<file path="config.mk">
export PLATFORM = sky130hd
export DESIGN_NAME = lfsr_decrypt_flat
export DESIGN_NICKNAME = d
export VERILOG_FILES = /design/src/rtl/lfsr_pkg.sv /design/src/rtl/lfsr_decrypt_if.sv /design/src/rtl/lfsr_cand.sv /design/src/rtl/lfsr_decrypt.sv /design/src/flat_wrapper.sv
export SDC_FILE = /design/constraint.sdc
export NUM_CORES = 1
export LEC_CHECK = 0
export ABC_AREA = 1
export BUFFER_PORTS_ARGS = -buffer_cell sky130_fd_sc_hd__buf_2
export CORE_ASPECT_RATIO = 2
export CORE_MARGIN = 2
export CORE_UTILIZATION = 45
export CTS_CLUSTER_SIZE = 14
export DETAILED_ROUTE_END_ITERATION = 12
export GPL_TIMING_DRIVEN = 0
export PLACE_DENSITY_LB_ADDON = 0.08
export SETUP_SLACK_MARGIN = 0.3
export SYNTH_ARGS = -nofsm -noshare
export SYNTH_HDL_FRONTEND = slang
export SYNTH_SLANG_ARGS = --single-unit
</file>
<file path="constraint.sdc">
create_clock -name clk -period 3.2 [get_ports clk]
set_input_delay 0.64 -clock clk [delete_from_list [all_inputs] [get_ports clk]]
set_output_delay 0.64 -clock clk [all_outputs]
set_load 0.01 [all_outputs]
</file>
<file path="src/rtl/lfsr_pkg.sv">
// Shared constants, state encoding and LFSR step for the LFSR decryptor.
package lfsr_pkg;

    localparam int NUM_PTRN = 9;
    localparam int MSG_LEN  = 64;
    localparam int MIN_PRE  = 10;
    localparam int MAX_PRE  = 15;

    localparam logic [6:0] LFSR_PTRN [NUM_PTRN] = '{
        7'h60, 7'h48, 7'h78, 7'h72, 7'h6A, 7'h69, 7'h5C, 7'h7E, 7'h7B
    };

    typedef enum logic [2:0] {
        IDLE,
        SEED,
        TRAIN,
        STRIP,
        PASS,
        DONE
    } state_t;

    // Shift left, feedback is the parity of the tapped bits.
    function automatic logic [6:0] lfsr_step(input logic [6:0] s, input logic [6:0] p);
        return {s[5:0], ^(s & p)};
    endfunction

endpackage

</file>
<file path="src/rtl/lfsr_decrypt_if.sv">
// Handshake, data and status bundle of the LFSR decryptor.
interface lfsr_decrypt_if;
    logic       req;
    logic       ack;
    logic [7:0] in_data;
    logic       in_valid;
    logic       in_ready;
    logic [7:0] out_data;
    logic       out_valid;
    logic       out_ready;
    logic [3:0] ptrn_idx;
    logic [6:0] seed;
    logic       no_match;
    logic [6:0] par_err_cnt;

    modport slave (
        input  req, in_data, in_valid, out_ready,
        output ack, in_ready, out_data, out_valid, ptrn_idx, seed, no_match, par_err_cnt
    );

    modport master (
        output req, in_data, in_valid, out_ready,
        input  ack, in_ready, out_data, out_valid, ptrn_idx, seed, no_match, par_err_cnt
    );
endinterface

</file>
<file path="src/rtl/lfsr_cand.sv">
// One candidate LFSR with a fixed tap pattern and its still-alive flag.
module lfsr_cand
    import lfsr_pkg::*;
#(
    parameter logic [6:0] PTRN = 7'h60
) (
    input  logic       clk,
    input  logic       init_n,
    input  logic       load,
    input  logic       step,
    input  logic       train,
    input  logic [6:0] din,
    output logic [6:0] state_nxt,
    output logic       alive_nxt
);

    logic [6:0] state;
    logic       alive;

    assign state_nxt = lfsr_step(state, PTRN);
    assign alive_nxt = alive & (state_nxt == din);

    // Load the seed on byte 0, then advance once per accepted byte.
    always_ff @(posedge clk or negedge init_n) begin
        if (!init_n) begin
            state <= 7'd0;
            alive <= 1'b0;
        end else if (load) begin
            state <= din;
            alive <= 1'b1;
        end else if (step) begin
            state <= state_nxt;
            if (train) alive <= alive_nxt;
        end
    end

endmodule

</file>
<file path="src/rtl/lfsr_decrypt.sv">
// Streaming decryptor: recovers seed and tap pattern from the space
// preamble, strips leading pad spaces and emits the decrypted text.
//
// state | meaning
// IDLE  | waiting for req after reset
// SEED  | byte 0: capture seed, load all candidates
// TRAIN | bytes 1..9: eliminate candidates that disagree
// STRIP | bytes 10..15: drop decoded pad spaces
// PASS  | output every byte through 63 (suppressed if no match)
// DONE  | ack held until the next req
module lfsr_decrypt
    import lfsr_pkg::*;
(
    input  logic          clk,
    input  logic          init_n,
    lfsr_decrypt_if.slave bus
);

    state_t     st;
    logic [5:0] idx;
    logic       fin;

    logic                accept;
    logic [6:0]          cipher;
    logic                par_bad;
    logic [6:0]          cand_nxt [NUM_PTRN];
    logic [NUM_PTRN-1:0] cand_alive_nxt;
    logic [3:0]          first_idx;
    logic [6:0]          sel_state;
    logic [7:0]          plain;

    assign cipher  = bus.in_data[6:0];
    assign par_bad = bus.in_data[7] ^ (^cipher);
    assign accept  = bus.in_valid & bus.in_ready;

    // Once all 64 bytes are in, input is closed while the last output drains.
    assign bus.in_ready = (st == SEED) || (st == TRAIN) ||
                          (((st == STRIP) || (st == PASS)) && !fin &&
                           (!bus.out_valid || bus.out_ready));

    for (genvar g = 0; g < NUM_PTRN; g++) begin : g_cand
        lfsr_cand #(.PTRN(LFSR_PTRN[g])) u_cand (
            .clk       (clk),
            .init_n    (init_n),
            .load      (accept && (st == SEED)),
            .step      (accept && (st != SEED)),
            .train     (st == TRAIN),
            .din       (cipher),
            .state_nxt (cand_nxt[g]),
            .alive_nxt (cand_alive_nxt[g])
        );
    end

    // Lowest-numbered candidate still alive after the current byte.
    always_comb begin
        first_idx = 4'd0;
        for (int k = NUM_PTRN - 1; k >= 0; k--) begin
            if (cand_alive_nxt[k]) first_idx = 4'(k);
        end
    end

    // Decode with the selected candidate's state for this byte.
    always_comb begin
        sel_state = cand_nxt[0];
        for (int k = 0; k < NUM_PTRN; k++) begin
            if (bus.ptrn_idx == 4'(k)) sel_state = cand_nxt[k];
        end
        plain = {1'b0, cipher ^ sel_state} + 8'h20;
    end

    // Control FSM with registered outputs and status.
    always_ff @(posedge clk or negedge init_n) begin
        if (!init_n) begin
            st              <= IDLE;
            idx             <= 6'd0;
            fin             <= 1'b0;
            bus.ack         <= 1'b0;
            bus.out_valid   <= 1'b0;
            bus.out_data    <= 8'd0;
            bus.ptrn_idx    <= 4'd0;
            bus.seed        <= 7'd0;
            bus.no_match    <= 1'b0;
            bus.par_err_cnt <= 7'd0;
        end else begin
            if (bus.out_valid && bus.out_ready) bus.out_valid <= 1'b0;
            if (accept) begin
                idx <= idx + 6'd1;
                if (par_bad && (bus.par_err_cnt != 7'h7F))
                    bus.par_err_cnt <= bus.par_err_cnt + 7'd1;
            end
            case (st)
                IDLE, DONE: begin
                    if (bus.req) begin
                        st              <= SEED;
                        idx             <= 6'd0;
                        fin             <= 1'b0;
                        bus.ack         <= 1'b0;
                        bus.ptrn_idx    <= 4'd0;
                        bus.seed        <= 7'd0;
                        bus.no_match    <= 1'b0;
                        bus.par_err_cnt <= 7'd0;
                    end
                end
                SEED: begin
                    if (accept) begin
                        bus.seed <= cipher;
                        st       <= TRAIN;
                    end
                end
                TRAIN: begin
                    if (accept && (idx == 6'(MIN_PRE - 1))) begin
                        bus.ptrn_idx <= first_idx;
                        bus.no_match <= ~|cand_alive_nxt;
                        st           <= (|cand_alive_nxt) ? STRIP : PASS;
                    end
                end
                STRIP: begin
                    if (accept) begin
                        if (plain != 8'h20) begin
                            bus.out_data  <= plain;
                            bus.out_valid <= 1'b1;
                            st            <= PASS;
                        end else if (idx == 6'(MAX_PRE)) begin
                            st <= PASS;
                        end
                    end
                end
                PASS: begin
                    if (accept) begin
                        if (!bus.no_match) begin
                            bus.out_data  <= plain;
                            bus.out_valid <= 1'b1;
                        end
                        if (idx == 6'(MSG_LEN - 1)) fin <= 1'b1;
                    end else if (fin && (!bus.out_valid || bus.out_ready)) begin
                        fin     <= 1'b0;
                        bus.ack <= 1'b1;
                        st      <= DONE;
                    end
                end
                default: st <= IDLE;
            endcase
        end
    end

endmodule

</file>
<file path="src/flat_wrapper.sv">
// flat-port wrapper written by rule: the top's interface ports become plain ports
module lfsr_decrypt_flat import lfsr_pkg::*;
  (clk, init_n, bus_req, bus_in_data, bus_in_valid, bus_out_ready, bus_ack, bus_in_ready, bus_out_data, bus_out_valid, bus_ptrn_idx, bus_seed, bus_no_match, bus_par_err_cnt);
  lfsr_decrypt_if bus_i ();
  input  logic clk;
  input  logic init_n;
  input wire logic [$bits(bus_i.req)-1:0] bus_req;
  input wire logic [$bits(bus_i.in_data)-1:0] bus_in_data;
  input wire logic [$bits(bus_i.in_valid)-1:0] bus_in_valid;
  input wire logic [$bits(bus_i.out_ready)-1:0] bus_out_ready;
  output wire logic [$bits(bus_i.ack)-1:0] bus_ack;
  output wire logic [$bits(bus_i.in_ready)-1:0] bus_in_ready;
  output wire logic [$bits(bus_i.out_data)-1:0] bus_out_data;
  output wire logic [$bits(bus_i.out_valid)-1:0] bus_out_valid;
  output wire logic [$bits(bus_i.ptrn_idx)-1:0] bus_ptrn_idx;
  output wire logic [$bits(bus_i.seed)-1:0] bus_seed;
  output wire logic [$bits(bus_i.no_match)-1:0] bus_no_match;
  output wire logic [$bits(bus_i.par_err_cnt)-1:0] bus_par_err_cnt;
  assign bus_i.req = bus_req;
  assign bus_i.in_data = bus_in_data;
  assign bus_i.in_valid = bus_in_valid;
  assign bus_i.out_ready = bus_out_ready;
  assign bus_ack = bus_i.ack;
  assign bus_in_ready = bus_i.in_ready;
  assign bus_out_data = bus_i.out_data;
  assign bus_out_valid = bus_i.out_valid;
  assign bus_ptrn_idx = bus_i.ptrn_idx;
  assign bus_seed = bus_i.seed;
  assign bus_no_match = bus_i.no_match;
  assign bus_par_err_cnt = bus_i.par_err_cnt;
  lfsr_decrypt u_core (.clk(clk), .init_n(init_n), .bus(bus_i));
endmodule
</file>
# Word level (Yosys, flattened, before mapping)
# Index checks and enable logic that the tools add are counted.
# word_totals
ff_bits,111
out_inout_bits,30
word_cells,230
# classes
n_addsub,3
n_eq_ne,40
muxes,106
bitwise_logic,12
reduce_logical,41
# op_table
cell,n
2-to-1 mux 7 bit,32
XOR reduction 7 bit,10
== test 7 bit,9
2-to-1 mux 4 bit,11
2-to-1 mux 1 bit,39
2-to-1 mux 8 bit,4
2-to-1 mux 3 bit,9
2-to-1 mux 6 bit,3
== test 4 x 3 -> 1 bit (second input constant),4
case mux 8 bit (2 select lines),1
case mux 3 bit (5 select lines),1
case mux 7 bit (2 select lines),1
== test 6 x 4 -> 1 bit (second input constant),2
nonzero test 2 bit,6
AND 1 bit,10
!= test 2 bit (second input constant),5
OR reduction 9 bit,1
adder 7 x 6 -> 8 bit (second input constant),1
== test 4 x 2 -> 1 bit (second input constant),2
logical AND 1 bit,8
!= test 2 x 1 -> 1 bit (second input constant),4
!= test 8 x 6 -> 1 bit (second input constant),1
case mux 1 bit (2 select lines),4
case mux 4 bit (2 select lines),1
23 further kinds,33

# Logic depth before layout (Yosys ltp)
# logic_depth
ltp_word,15
ltp_mapped,26
depth_no_buf,24

# By module
# Synthesis repeated with hierarchy kept, for this count alone.
# hier_totals
hier_cells,1262
area_unflattened_um2,8336.7
# by_module_without_submodules
module,n_inst,cells_per_inst,area_each_um2,seq_area_each_um2
lfsr_decrypt,1,464,3042.9,975.9
lfsr_cand at u_core.g_cand[8].u_cand,1,92,639.4,200.2
lfsr_cand at u_core.g_cand[7].u_cand,1,96,629.4,200.2
lfsr_cand at u_core.g_cand[6].u_cand,1,94,604.3,200.2
lfsr_cand at u_core.g_cand[4].u_cand,1,94,596.8,200.2
lfsr_cand at u_core.g_cand[5].u_cand,1,95,596.8,200.2
lfsr_cand at u_core.g_cand[3].u_cand,1,92,590.6,200.2
lfsr_cand at u_core.g_cand[2].u_cand,1,81,568.0,200.2
lfsr_cand at u_core.g_cand[0].u_cand,1,77,536.8,200.2
lfsr_cand at u_core.g_cand[1].u_cand,1,77,531.8,200.2

# Least setup slack after synthesis
# No wires, ideal clock.
# synth_path
path_type,reg-to-reg
startpoint,register u_core.bus.ptrn_idx[1]
endpoint,register u_core.bus.out_data[5]
t_arrival_ns,2.542
t_required_ns,3.072
path_slack_ns,0.531
stages_incl_launch_ff,24
period_less_slack_ns,2.669
cell_sequence,dfrtp_1 > buf_2 > nor2_4 > nand2_1 > nand2_1 > o21ai_0 > o21ai_0 > o211ai_1 > o211ai_1 > o211ai_1 > nand2_1 > nand3_1 > nand2_1 > nand2_1 > nand2_1 > ha_1 > inv_1 > nor2_1 > nand2_1 > nor2_2 > nand3_2 > nand2_2 > buf_6 > o21ai_0
# synth_between
elab_chain_cells,14
# synth_lines
item,line,source
from (decl),lfsr_decrypt_if.sv:18,"output ack, in_ready, out_data, out_valid, ptrn_idx, seed, no_match, par_err_cnt"
from (signal assigned),lfsr_decrypt.sv:112,bus.ptrn_idx <= first_idx;
== test 4 x 1 -> 1 bit,lfsr_decrypt.sv:66,if (bus.ptrn_idx == 4'(k)) sel_state = cand_nxt[k];
2-to-1 mux 7 bit (7 in a row),lfsr_decrypt.sv:66,
2-to-1 mux 7 bit (*),lfsr_decrypt.sv:66,
bitwise XOR 7 bit (*),lfsr_decrypt.sv:68,"plain = {1'b0, cipher ^ sel_state} + 8'h20;"
adder 7 x 6 -> 8 bit (*),lfsr_decrypt.sv:68,
!= test 8 x 6 -> 1 bit (tied with other cells),lfsr_decrypt.sv:119,if (plain != 8'h20) begin
!= test 2 bit (no line) (tied with other cells),--,
AND reduction 5 bit (no line) / case mux 8 bit (2 select lines) (equally long branches),--,
to (signal assigned),lfsr_decrypt.sv:120,bus.out_data <= plain;
to (signal assigned),lfsr_decrypt.sv:131,bus.out_data <= plain;
to (decl),lfsr_decrypt_if.sv:18,
# Every way passes the cells marked *; elsewhere a longest branch is shown, timed or not. The select of a mux whose other input is x is not followed.
# A chain may end at the register's enable or synchronous reset.

# Worst setup path in the final report
# layout_path
startpoint,register u_core.st[0]
endpoint,register u_core.g_cand[1].u_cand.state[6]
# layout_between
elab_chain_cells,8
# layout_lines
item,line,source
from (decl),lfsr_decrypt.sv:19,state_t st;
from (signal assigned),lfsr_decrypt.sv:114,st <= (|cand_alive_nxt) ? STRIP : PASS;
== test 3 x 2 -> 1 bit / == test 3 bit (equally long branches),lfsr_decrypt.sv:38,(((st == STRIP) || (st == PASS)) && !fin &&
logical OR 1 bit,lfsr_decrypt.sv:38,
logical AND 1 bit (2 in a row),lfsr_decrypt.sv:38,
logical OR 1 bit,lfsr_decrypt.sv:37,assign bus.in_ready = (st == SEED) || (st == TRAIN) ||
AND 1 bit,lfsr_decrypt.sv:34,assign accept = bus.in_valid & bus.in_ready;
"logical AND 1 bit, on equally long branches","lfsr_decrypt.sv:45, lfsr_decrypt.sv:46",
2-to-1 mux 7 bit / nonzero test 2 bit (equally long branches),--,
to (signal assigned),lfsr_cand.sv:29,state <= din;
to (signal assigned),lfsr_cand.sv:32,state <= state_nxt;
to (decl),lfsr_cand.sv:17,logic [6:0] state;
# Several ways; a longest one is shown, not always the timed one.

==> results.toml <==
[synth]
synth.distinct_cells = 40
synth_top_area_share_pct = 40.1
avgSynthCellArea_um2 = 7.14
yosys_most_used_dff = "dfrtp_1"
ys.warnings.count = 0
synth-seq-cells = 111
synth_fp_nets = 987
yosysSeqAreaShare_pct = 40.1
synth_area_leaders = "dfrtp_1 (40%), nand2_1 (13%), o21ai_0 (9.0%)"
synth.cell_area_mm2 = 0.00692
synth_top_cell_by_area = "dfrtp_1"
synth_edf_count = 0
async_reset_ff_share_pct = 100
syn_inst = 970

[die]
io_pins = 43
num_rows = 64
dieArea_mm2 = 0.0165
die_w_um = 91.7
die_y_um = 179
start_util_pct = 45.5
core_area_mm2 = 0.0152

[sta]
period_share_pct = 93.0
slew_viol_final = 0
skew_ns = 0.0195
max-slew-margin-rel_pct = 26.4
hold_viol_final = 0
fin_hold_ws_ns = 0.211
max_freq_mhz = 336
tightest_slew_ns = 1.10
setup-violations-final = 0
rsz0062_at_grt = "true"
fin_tns_setup_ns = 0
min_period_ns = 2.98

[critical_path]
cp_common_cell = "nand2_1"
crit_slowest_cell = "nand2_1"
cpPeakStageDelay_ns = 0.57
path_buf_inv = 2
crit_family = "simple AND/OR/NAND/NOR gates"
reg2reg_slack_ns = 0.22
start_kind = "register"
crit_path_max_fanout = 10
critical_path_required_ns = 3.47
path_class = "reg -> reg"
worst_setup_path_end_kind = "register"
crit_chain = "inv_1 -> nor2_1 -> nand2_1 -> nor2_2 -> clkbuf_1 -> nand2_1 -> o21ai_0 -> nand2_1 -> o21ai_0"
cp.arrival_ns = 3.25

[grt]
grtUsageTotal_pct = 33.5
grt_pass1_vias = 7181
grt_overflow = 0
grt_pass1_wl_um = 41100
antenna_found_initial = 0
grt_max_degree = 66

[clock_network]
cts.clk_slew.worst_paths_ns = 0.07
cts_tree = "done"
insertion_delay_ns = 0.37
cts.sinks = 111
cts_hold_buf = 0
cts_made_buffers = 9
clk_root_buffer_cell = "clkbuf_16"
clk_path_buf_depth = 2
cts_max_level = 3

[drt]
drtIter0Drc = 637
drt-total-wl_um = 27100
final_antenna_net_count = 0
dr.pass1.iters = 5
vias = 7161
viasPerCell = 5.71
wl_per_cell_um = 21.6
drc = 0

[final_layout]
multi_input_area_mm2 = 0.00368
num_antenna_cells = 0
nets = 1068
drive_gt1_share_pct = 15.0
seq_area_mm2 = 0.00278
fillers = 1569
area_delta_synth_final_pct = 17.7

[power]
p_int_uw = 4080
seqPwrFrac_pct = 31.2
power_density_mw_per_mm2 = 985
p_switching_uw = 3950
swShare_pct = 49.2
clkPwrFrac_pct = 14.6
p_leak_uw = 0.00382
ir_drop_mv = 0.371
p_comb_share_pct = 54.2

[run_status]
status = "finished clean"

[placed_design]
io_buffers = 42
hpwl_um = 19600
gp_congestion = 0.960

[worst_hold_path]
worstHoldPathType = "in -> async"

[job]
max_cap_viol_count = 0
-- state kept, by name (all words and copies together), names as in the netlist --
register / flops
u_core.bus.par_err_cnt: 7
u_core.bus.out_valid: 1
u_core.bus.out_data: 8
u_core.bus.ptrn_idx: 4
u_core.st: 3
u_core.idx: 6
u_core.bus.seed: 7
u_core.bus.no_match: 1
u_core.g_cand.u_cand.alive: 9
u_core.bus.ack: 1
u_core.fin: 1
u_core.g_cand.u_cand.state: 63
-- layer usage --
layer,vias to the layer above,track usage [%],share of wire [%]
li1,3355,-,-
met1,3349,34.3,33
met2,311,58.1,50
met3,146,5.16,5.2
met4,0,28.4,11
met5,-,0,0
-- synthesized netlist by cell type, drive strengths merged (11+ instances only) --
cell and instances:
nand2 250, o21ai 132, inv 131, dfrtp 111
nor2 73, nand3 46, a21oi 31, xnor2 25
clkbuf 24, o22ai 20, xor2 19, nor3 18
a31oi 17, nand4 12, a22oi 11
-- power groups by stage --
stage	registers (µW)	logic, µW	clock network, µW
after floorplan	2390	2740	0
after global placement	2500	3990	0
after detailed placement	2500	4030	0
after CTS	2480	4120	1180
after global routing	2560	4820	1230
final	2510	4350	1170
-- logic make-up after synthesis --
logic type,count (synthesis),share of synthesized area [%]
AO/OA/AOI/OAI,235,19.3
flip-flops,111,40.1
adder cells (fa/ha/maj),4,0.723
buffers and inverters,169,9.36
AND/OR/NAND/NOR,407,25.0
XOR/XNOR,44,5.57
-- what timing repair did --
action | CTS | global route
pin swaps | 11 | 21
gates resized for setup | 28 | 47
gates cloned | 1 | 0
setup endpoints to repair | 27 | 59
buffers inserted | 14 | 12
-- layout by cell type (no fill, tap or decap), types with 14 or more instances in the layout --
cell        n
dfrtp_1   107
buf_2      46
o22ai_1    20
nor3_1     14
xnor2_1    25
nor2_1     62
inv_1     121
nand2_2    15
buf_4      24
o21ai_0   119
nand2_1   233
a31oi_1    17
clkbuf_1   20
xor2_1     19
a21oi_1    29
nand3_1    40
-- area by class of cell --
class                   instances  area share, %
flip-flops and latches        111           34.1
clock inverters                 1          0.107
plain buffers                  33           1.97
well taps                     198           3.04
inverters                     136           6.31
multi-input cells             690           45.2
clock buffers                  15           3.65
repair buffers                 70           5.62
-- worst reg2reg max path, cell delays in order (launching register included) --
cell and delay (ns):
dfrtp_1 0.40, inv_1 0.10, nor2_1 0.13, nand2_1 0.15
nor2_2 0.51, clkbuf_1 0.50, nand2_1 0.57, o21ai_0 0.33
nand2_1 0.10, o21ai_0 0.10
-- stage by stage --
step | utilization [%] | instance area [µm²] | power [µW] | cells | worst slack (ns)
finish | 53.6 | 8150 | 8030 | 1254 | 0.224
global route | 53.6 | 8150 | 8610 | 1254 | 0.0758
CTS | 52.0 | 7920 | 7780 | 1242 | 0.130
detailed placement | 48.7 | 7420 | 6530 | 1211 | -0.191
global placement | 48.5 | 7380 | 6480 | 1210 | -0.192
floorplan | - | 6920 | 5130 | 970 | 0.531
-- final timing paths --
| path | start | to | cells after the start |
|---|---|---|---|
| max in group asynchronous | init_n | u_core.bus.ptrn_idx[0] | 2 |
| hold / removal | init_n | u_core.bus.out_data[3] | 1 |
| min in group clk | u_core.bus.out_data[3] | u_core.bus.out_data[3] | 2 |
| setup reg to reg | u_core.st[0] | u_core.g_cand[1].u_cand.state[6] | 9 |
| setup / recovery | u_core.st[0] | u_core.g_cand[1].u_cand.state[6] | 9 |
| hold reg to reg | u_core.bus.out_data[3] | u_core.bus.out_data[3] | 2 |
(Power assumes the default switching activity.)
